$ cat config.mk
export PLATFORM = sky130hd
export DESIGN_NAME = alu_seq_ctrl_flat
export DESIGN_NICKNAME = d
export VERILOG_FILES = /design/src/rtl/alu_seq_if.sv /design/src/rtl/alu_seq_ctrl.sv /design/src/flat_wrapper.sv
export SDC_FILE = /design/constraint.sdc
export NUM_CORES = 1
export LEC_CHECK = 0
export CORE_UTILIZATION = 35
export CTS_CLUSTER_SIZE = 25
export DETAILED_ROUTE_END_ITERATION = 8
export MAX_ROUTING_LAYER = met4
export PLACE_DENSITY = 0.57
export REMOVE_ABC_BUFFERS = 1
export SETUP_SLACK_MARGIN = 0.2
export SLEW_MARGIN = 20
export SYNTH_ARGS = -nofsm -noshare
export SYNTH_HDL_FRONTEND = slang
export SYNTH_SLANG_ARGS = --single-unit
$ cat constraint.sdc
create_clock -name clk -period 3.11 [get_ports clk]
set_clock_uncertainty 0.15 [all_clocks]
set_input_delay 0.4665 -clock clk [delete_from_list [all_inputs] [get_ports clk]]
set_output_delay 0.4665 -clock clk [all_outputs]
set_load 0.02 [all_outputs]
$ cat src/rtl/alu_seq_if.sv
// Host-to-sequencer bundle: program write port, run control, and registered ALU issue/status outputs.
// No handshaking: every signal is sampled or driven once per clock.
interface alu_seq_if #(
  parameter int DEPTH = 8,
  parameter int DW    = 7
);
  localparam int PW = $clog2(DEPTH);

  logic            prog_we;
  logic [PW-1:0]   prog_addr;
  logic [DW+2:0]   prog_data;
  logic            start;
  logic            halt_req;
  logic [2:0]      alu_opcode;
  logic [DW-1:0]   alu_operand;
  logic            busy;
  logic            done;
  logic            prog_err;
  logic [PW-1:0]   pc;

  modport master (
    output prog_we, prog_addr, prog_data, start, halt_req,
    input  alu_opcode, alu_operand, busy, done, prog_err, pc
  );

  modport slave (
    input  prog_we, prog_addr, prog_data, start, halt_req,
    output alu_opcode, alu_operand, busy, done, prog_err, pc
  );
endinterface

$ cat src/rtl/alu_seq_ctrl.sv
// Program sequencer: 8-entry buffer issuing one ALU op per clock, with SETCNT/DJNZ loops.
// Latency: start at E0 -> mem[0] on ALU outputs after E1; no backpressure, writes in RUN are dropped.
module alu_seq_ctrl #(
  parameter int DEPTH = 8,
  parameter int DW    = 7
) (
  input  logic      clk,
  input  logic      rst_n,
  alu_seq_if.slave  bus
);
  localparam int PW = $clog2(DEPTH);

  localparam logic [2:0] OP_SETCNT = 3'd5;
  localparam logic [2:0] OP_DJNZ   = 3'd6;
  localparam logic [2:0] OP_END    = 3'd7;

  typedef struct packed {
    logic [2:0]    op;
    logic [DW-1:0] opr;
  } instr_t;

  typedef enum logic {S_IDLE, S_RUN} state_e;

  state_e        state_q, state_d;
  instr_t        mem_q [DEPTH];
  instr_t        mem_d [DEPTH];
  logic [PW-1:0] pc_q, pc_d;
  logic [3:0]    cnt_q, cnt_d;
  logic [2:0]    opc_q, opc_d;
  logic [DW-1:0] opr_q, opr_d;
  logic          done_q, done_d;
  logic          err_q, err_d;
  logic          jump;
  logic          last;
  instr_t        cur;

  assign cur  = mem_q[pc_q];
  assign last = (pc_q == PW'(DEPTH - 1));

  always_comb begin
    state_d = state_q;
    mem_d   = mem_q;
    pc_d    = pc_q;
    cnt_d   = cnt_q;
    opc_d   = '0;
    opr_d   = '0;
    done_d  = 1'b0;
    err_d   = err_q;
    jump    = 1'b0;
    unique case (state_q)
      S_IDLE: begin
        // Write lands before the first decode, so a same-cycle start sees it.
        if (bus.prog_we) mem_d[bus.prog_addr] = bus.prog_data;
        if (bus.start) begin
          state_d = S_RUN;
          pc_d    = '0;
        end
      end
      S_RUN: begin
        if (bus.prog_we) err_d = 1'b1;
        if (bus.halt_req) begin
          state_d = S_IDLE;
          pc_d    = '0;
        end else begin
          pc_d = pc_q + 1'b1;
          case (cur.op)
            OP_SETCNT: cnt_d = cur.opr[3:0];
            OP_DJNZ: begin
              if (cnt_q != 4'd0) begin
                cnt_d = cnt_q - 4'd1;
                pc_d  = cur.opr[PW-1:0];
                jump  = 1'b1;
              end
            end
            OP_END: ;
            default: begin
              opc_d = cur.op;
              opr_d = cur.opr;
            end
          endcase
          // A taken DJNZ at the last slot is a jump, not a fall-through.
          if (cur.op == OP_END || (last && !jump)) begin
            state_d = S_IDLE;
            pc_d    = '0;
            done_d  = 1'b1;
          end
        end
      end
      default: state_d = S_IDLE;
    endcase
  end

  always_ff @(posedge clk or negedge rst_n) begin
    if (!rst_n) begin
      state_q <= S_IDLE;
      for (int i = 0; i < DEPTH; i++) mem_q[i] <= '0;
      pc_q    <= '0;
      cnt_q   <= '0;
      opc_q   <= '0;
      opr_q   <= '0;
      done_q  <= 1'b0;
      err_q   <= 1'b0;
    end else begin
      state_q <= state_d;
      mem_q   <= mem_d;
      pc_q    <= pc_d;
      cnt_q   <= cnt_d;
      opc_q   <= opc_d;
      opr_q   <= opr_d;
      done_q  <= done_d;
      err_q   <= err_d;
    end
  end

  assign bus.alu_opcode  = opc_q;
  assign bus.alu_operand = opr_q;
  assign bus.busy        = (state_q == S_RUN);
  assign bus.done        = done_q;
  assign bus.prog_err    = err_q;
  assign bus.pc          = pc_q;
endmodule
$ cat src/flat_wrapper.sv
// flat-port wrapper written by rule: the top's interface ports become plain ports
module alu_seq_ctrl_flat 
#(
  parameter int DEPTH = 8,
  parameter int DW    = 7
)
  (clk, rst_n, bus_prog_we, bus_prog_addr, bus_prog_data, bus_start, bus_halt_req, bus_alu_opcode, bus_alu_operand, bus_busy, bus_done, bus_prog_err, bus_pc);
  alu_seq_if #(.DEPTH(DEPTH), .DW(DW)) bus_i ();
  input  logic clk;
  input  logic rst_n;
  input wire logic [$bits(bus_i.prog_we)-1:0] bus_prog_we;
  input wire logic [$bits(bus_i.prog_addr)-1:0] bus_prog_addr;
  input wire logic [$bits(bus_i.prog_data)-1:0] bus_prog_data;
  input wire logic [$bits(bus_i.start)-1:0] bus_start;
  input wire logic [$bits(bus_i.halt_req)-1:0] bus_halt_req;
  output wire logic [$bits(bus_i.alu_opcode)-1:0] bus_alu_opcode;
  output wire logic [$bits(bus_i.alu_operand)-1:0] bus_alu_operand;
  output wire logic [$bits(bus_i.busy)-1:0] bus_busy;
  output wire logic [$bits(bus_i.done)-1:0] bus_done;
  output wire logic [$bits(bus_i.prog_err)-1:0] bus_prog_err;
  output wire logic [$bits(bus_i.pc)-1:0] bus_pc;
  assign bus_i.prog_we = bus_prog_we;
  assign bus_i.prog_addr = bus_prog_addr;
  assign bus_i.prog_data = bus_prog_data;
  assign bus_i.start = bus_start;
  assign bus_i.halt_req = bus_halt_req;
  assign bus_alu_opcode = bus_i.alu_opcode;
  assign bus_alu_operand = bus_i.alu_operand;
  assign bus_busy = bus_i.busy;
  assign bus_done = bus_i.done;
  assign bus_prog_err = bus_i.prog_err;
  assign bus_pc = bus_i.pc;
  alu_seq_ctrl #(.DEPTH(DEPTH), .DW(DW)) u_core (.clk(clk), .rst_n(rst_n), .bus(bus_i));
endmodule
==> flow_summary.toml <==
[outcome]
outcome = "finished, final reports clean"

[clocking]
numCtsBuffers = 9
worstSkewPairLatency_ps = 350
cts_buffer_depth = 2
clk_pin_slew_ps = 70
cts_sinks = 100
htreeDepth = 3
cts_tree = "yes"
post_cts_buffers = 0
ctsRootBufferMaster = "clkbuf_16"

[min_path]
hold_start = "u_core.bus.prog_err"
min_to = "u_core.bus.prog_err"
holdPathStages = 1
hp-class = "flop to flop"

[timing]
min_period_ps = 2684
setup_viol = 0
fmax_mhz = 372.5
rsz0062_at_grt = "no"
timing.final.max_slew_violations = 0
slew_headroom = 0.5915
timing.hold.ws_ps = 311.3
fin_crit_sh = 0.8631
tightest_slew_ps = 612.7
hold_violations = 0
setup_tns_ps = 0

[global_route]
grt_pass1_wl_mm = 15.78
antenna_found_initial = 0
grt_pass1_vias = 2790
grt-ovfl-total = 0
grt_max_degree = 48
grt_util_all_layers = 0.1649

[die]
die_w_um = 116.6
row_count = 41
coreArea_sq_um = 12720
dieArea_sq_um = 13600
initial_core_util = 0.3613
io_pins = 34
die_y_um = 116.6

[yosys]
yosys_warnings = 0
netlist_instances = 303
yosysMostFrequentCell = "dfrtp_1"
synth_seq_area_share = 0.5444
synthTopCellsByArea = "dfrtp_1 54%, mux2_2 21%, mux4_1 5.7%"
ys_ff_latch = 100
synth_edf_count = 0
avgSynthCellArea_sq_um = 15.17
synthesis.area_sq_um = 4597
synth_top_area_frac = 0.5444
synth_common_cells = "100 x dfrtp_1, 84 x mux2_2, 14 x nor2_1"
yosys_most_used_dff = "dfrtp_1"
async_reset_ff_frac = 1.000
ys_types = 37
yosys.area.top_type = "dfrtp_1"

[setup_path]
crit_fanout = 9
r2r-end = "u_core.bus.pc[1]"
start_kind = "flop"
timing.rr.start = "u_core.bus.pc[0]"
rr_worst_depth = 6
cp.arrival_ps = 2780
criticalPathCategory = "flop to flop"
rrSetupSlack_ps = 430
worstSetupEndpointType = "flop"
cp-startpoint = "u_core.bus.pc[0]"
crit_required_ps = 3200

[layout]
nNetsFinal = 374
num_antenna_cells = 0
fillCellCount = 1177
drive_above_1_share = 0.3855
area_delta_synth_final_pct = 20.74

[power_and_ir_drop]
p_per_area_nw_per_um2 = 902.4
p_seq_frac = 0.416
clkPwrFrac = 0.242
peakVddDrop_mv = 0.3077
p_sw_frac = 0.3048
leakage_nw = 2.330
p_sw_mw = 1.527
p_int_mw = 3.482
pwr-share-comb = 0.342

[placed_design]
place_hpwl_mm = 6.782
place_congestion = 0.7946
io_buffers = 33

[routing]
drt.antenna.violating_nets = 0
vias_per_cell = 5.108
wl_per_cell_um = 18.59
vias = 2707
drc_errors = 0
drt-initial-drc-count = 146
dr.pass1.iters = 5
wirelength_mm = 9.854

[flow_run]
cap_violations = 0
[layer usage]
| metal | up-vias | GRT usage | wire, um |
|---|---|---|---|
| met5 | - | - | 0 |
| met4 | 0 | 0.04979 | 152 |
| met3 | 13 | 0.03840 | 355 |
| met2 | 55 | 0.2485 | 4495 |
| met1 | 1414 | 0.2216 | 4850 |
| li1 | 1225 | - | - |
[cells in the final DEF (no fill, tap or decap), types with 3 or more instances in the layout]
cell type        Yosys  final
dfrtp_1            100    100
mux2_2              84     84
clkdlybuf4s50_1      0     32
buf_4                0     19
nor2_1              14     14
nand2_1             11     11
mux4_1              10     10
mux4_2              10     10
mux2i_1              9      9
clkbuf_16            0      9
inv_1                5      5
and3_1               5      5
o21ai_0              4      4
o21ai_1              3      3
nand3b_1             3      3
ha_1                 3      3
[repair_timing]
item / in CTS / in global routing
endpoints found under the hold margin: 3 / 0
gates resized for setup: 0 / 0
hold buffers: 1 / 0
[flip-flops by register name, indices dropped and copies added, names as in the netlist]
signal,cells
u_core.bus.alu_opcode,3
u_core.bus.alu_operand,7
u_core.bus.busy,1
u_core.bus.done,1
u_core.bus.pc,3
u_core.bus.prog_err,1
u_core.cnt_q,4
u_core.mem_q,80
[layout make-up]
class / instances / area, sq um / share of cell area
Sequential cell: 100 / 2502 / 0.4509
Multi-Input combinational cell: 185 / 2018 / 0.3636
Inverter: 5 / 18.77 / 0.003381
Timing Repair Buffer: 52 / 473.0 / 0.08521
Clock buffer: 9 / 225.2 / 0.04058
Tap cell: 172 / 215.2 / 0.03877
Clock inverter: 7 / 97.59 / 0.01758
[critical path, cell delays in order, from the launching register on]
cell     delay (ps)
dfrtp_1         460
buf_4           210
mux4_1          620
mux2i_4         330
nor2_1          110
a221o_1         430
o31ai_1         280
[power groups by stage]
stage                     combinational, mW  clock, mW  sequential (mW)
after floorplan                        1.16          0             2.12
after global placement                 1.69          0             2.09
after detailed placement               1.73          0             2.10
after CTS                              1.73       1.24             2.08
after global routing                   1.87       1.29             2.15
final                                  1.71       1.21             2.08
[cell families (layout without fill, tap and decap cells)]
| family | count (synthesis) | after routing | share of synthesized area |
|---|---|---|---|
| mux | 116 | 116 | 0.3446 |
| flops | 100 | 100 | 0.5444 |
| simple gates | 49 | 49 | 0.05852 |
| buf+inv | 18 | 73 | 0.01878 |
| compound gates | 17 | 17 | 0.02558 |
| fa+ha+maj | 3 | 3 | 0.008166 |
[worst max-delay path by stage]
| stage | end | slack, ps | cells after the start |
|---|---|---|---|
| floorplan | u_core.cnt_q[1] | 20 | 5 |
| global placement | u_core.mem_q[77] | 500 | 4 |
| detailed placement | u_core.bus.pc[1] | 450 | 6 |
| CTS | u_core.bus.pc[1] | 420 | 6 |
| global route | u_core.bus.pc[1] | 320 | 6 |
| finish | u_core.bus.pc[1] | 430 | 6 |
[per-stage QoR]
step	area, sq um	total power, mW	worst slack, ps	instances	util
2_1_floorplan	4529	3.276	15.64	290	-
3_3_place_gp	5218	3.782	498.3	513	0.4101
3_5_place_dp	5218	3.827	447.9	513	0.4101
4_1_cts	5550	5.056	420.8	530	0.4363
5_1_grt	5550	5.308	322.1	530	0.4363
6_report	5550	5.009	425.7	530	0.4363
Power figures use the tool's default switching activity.
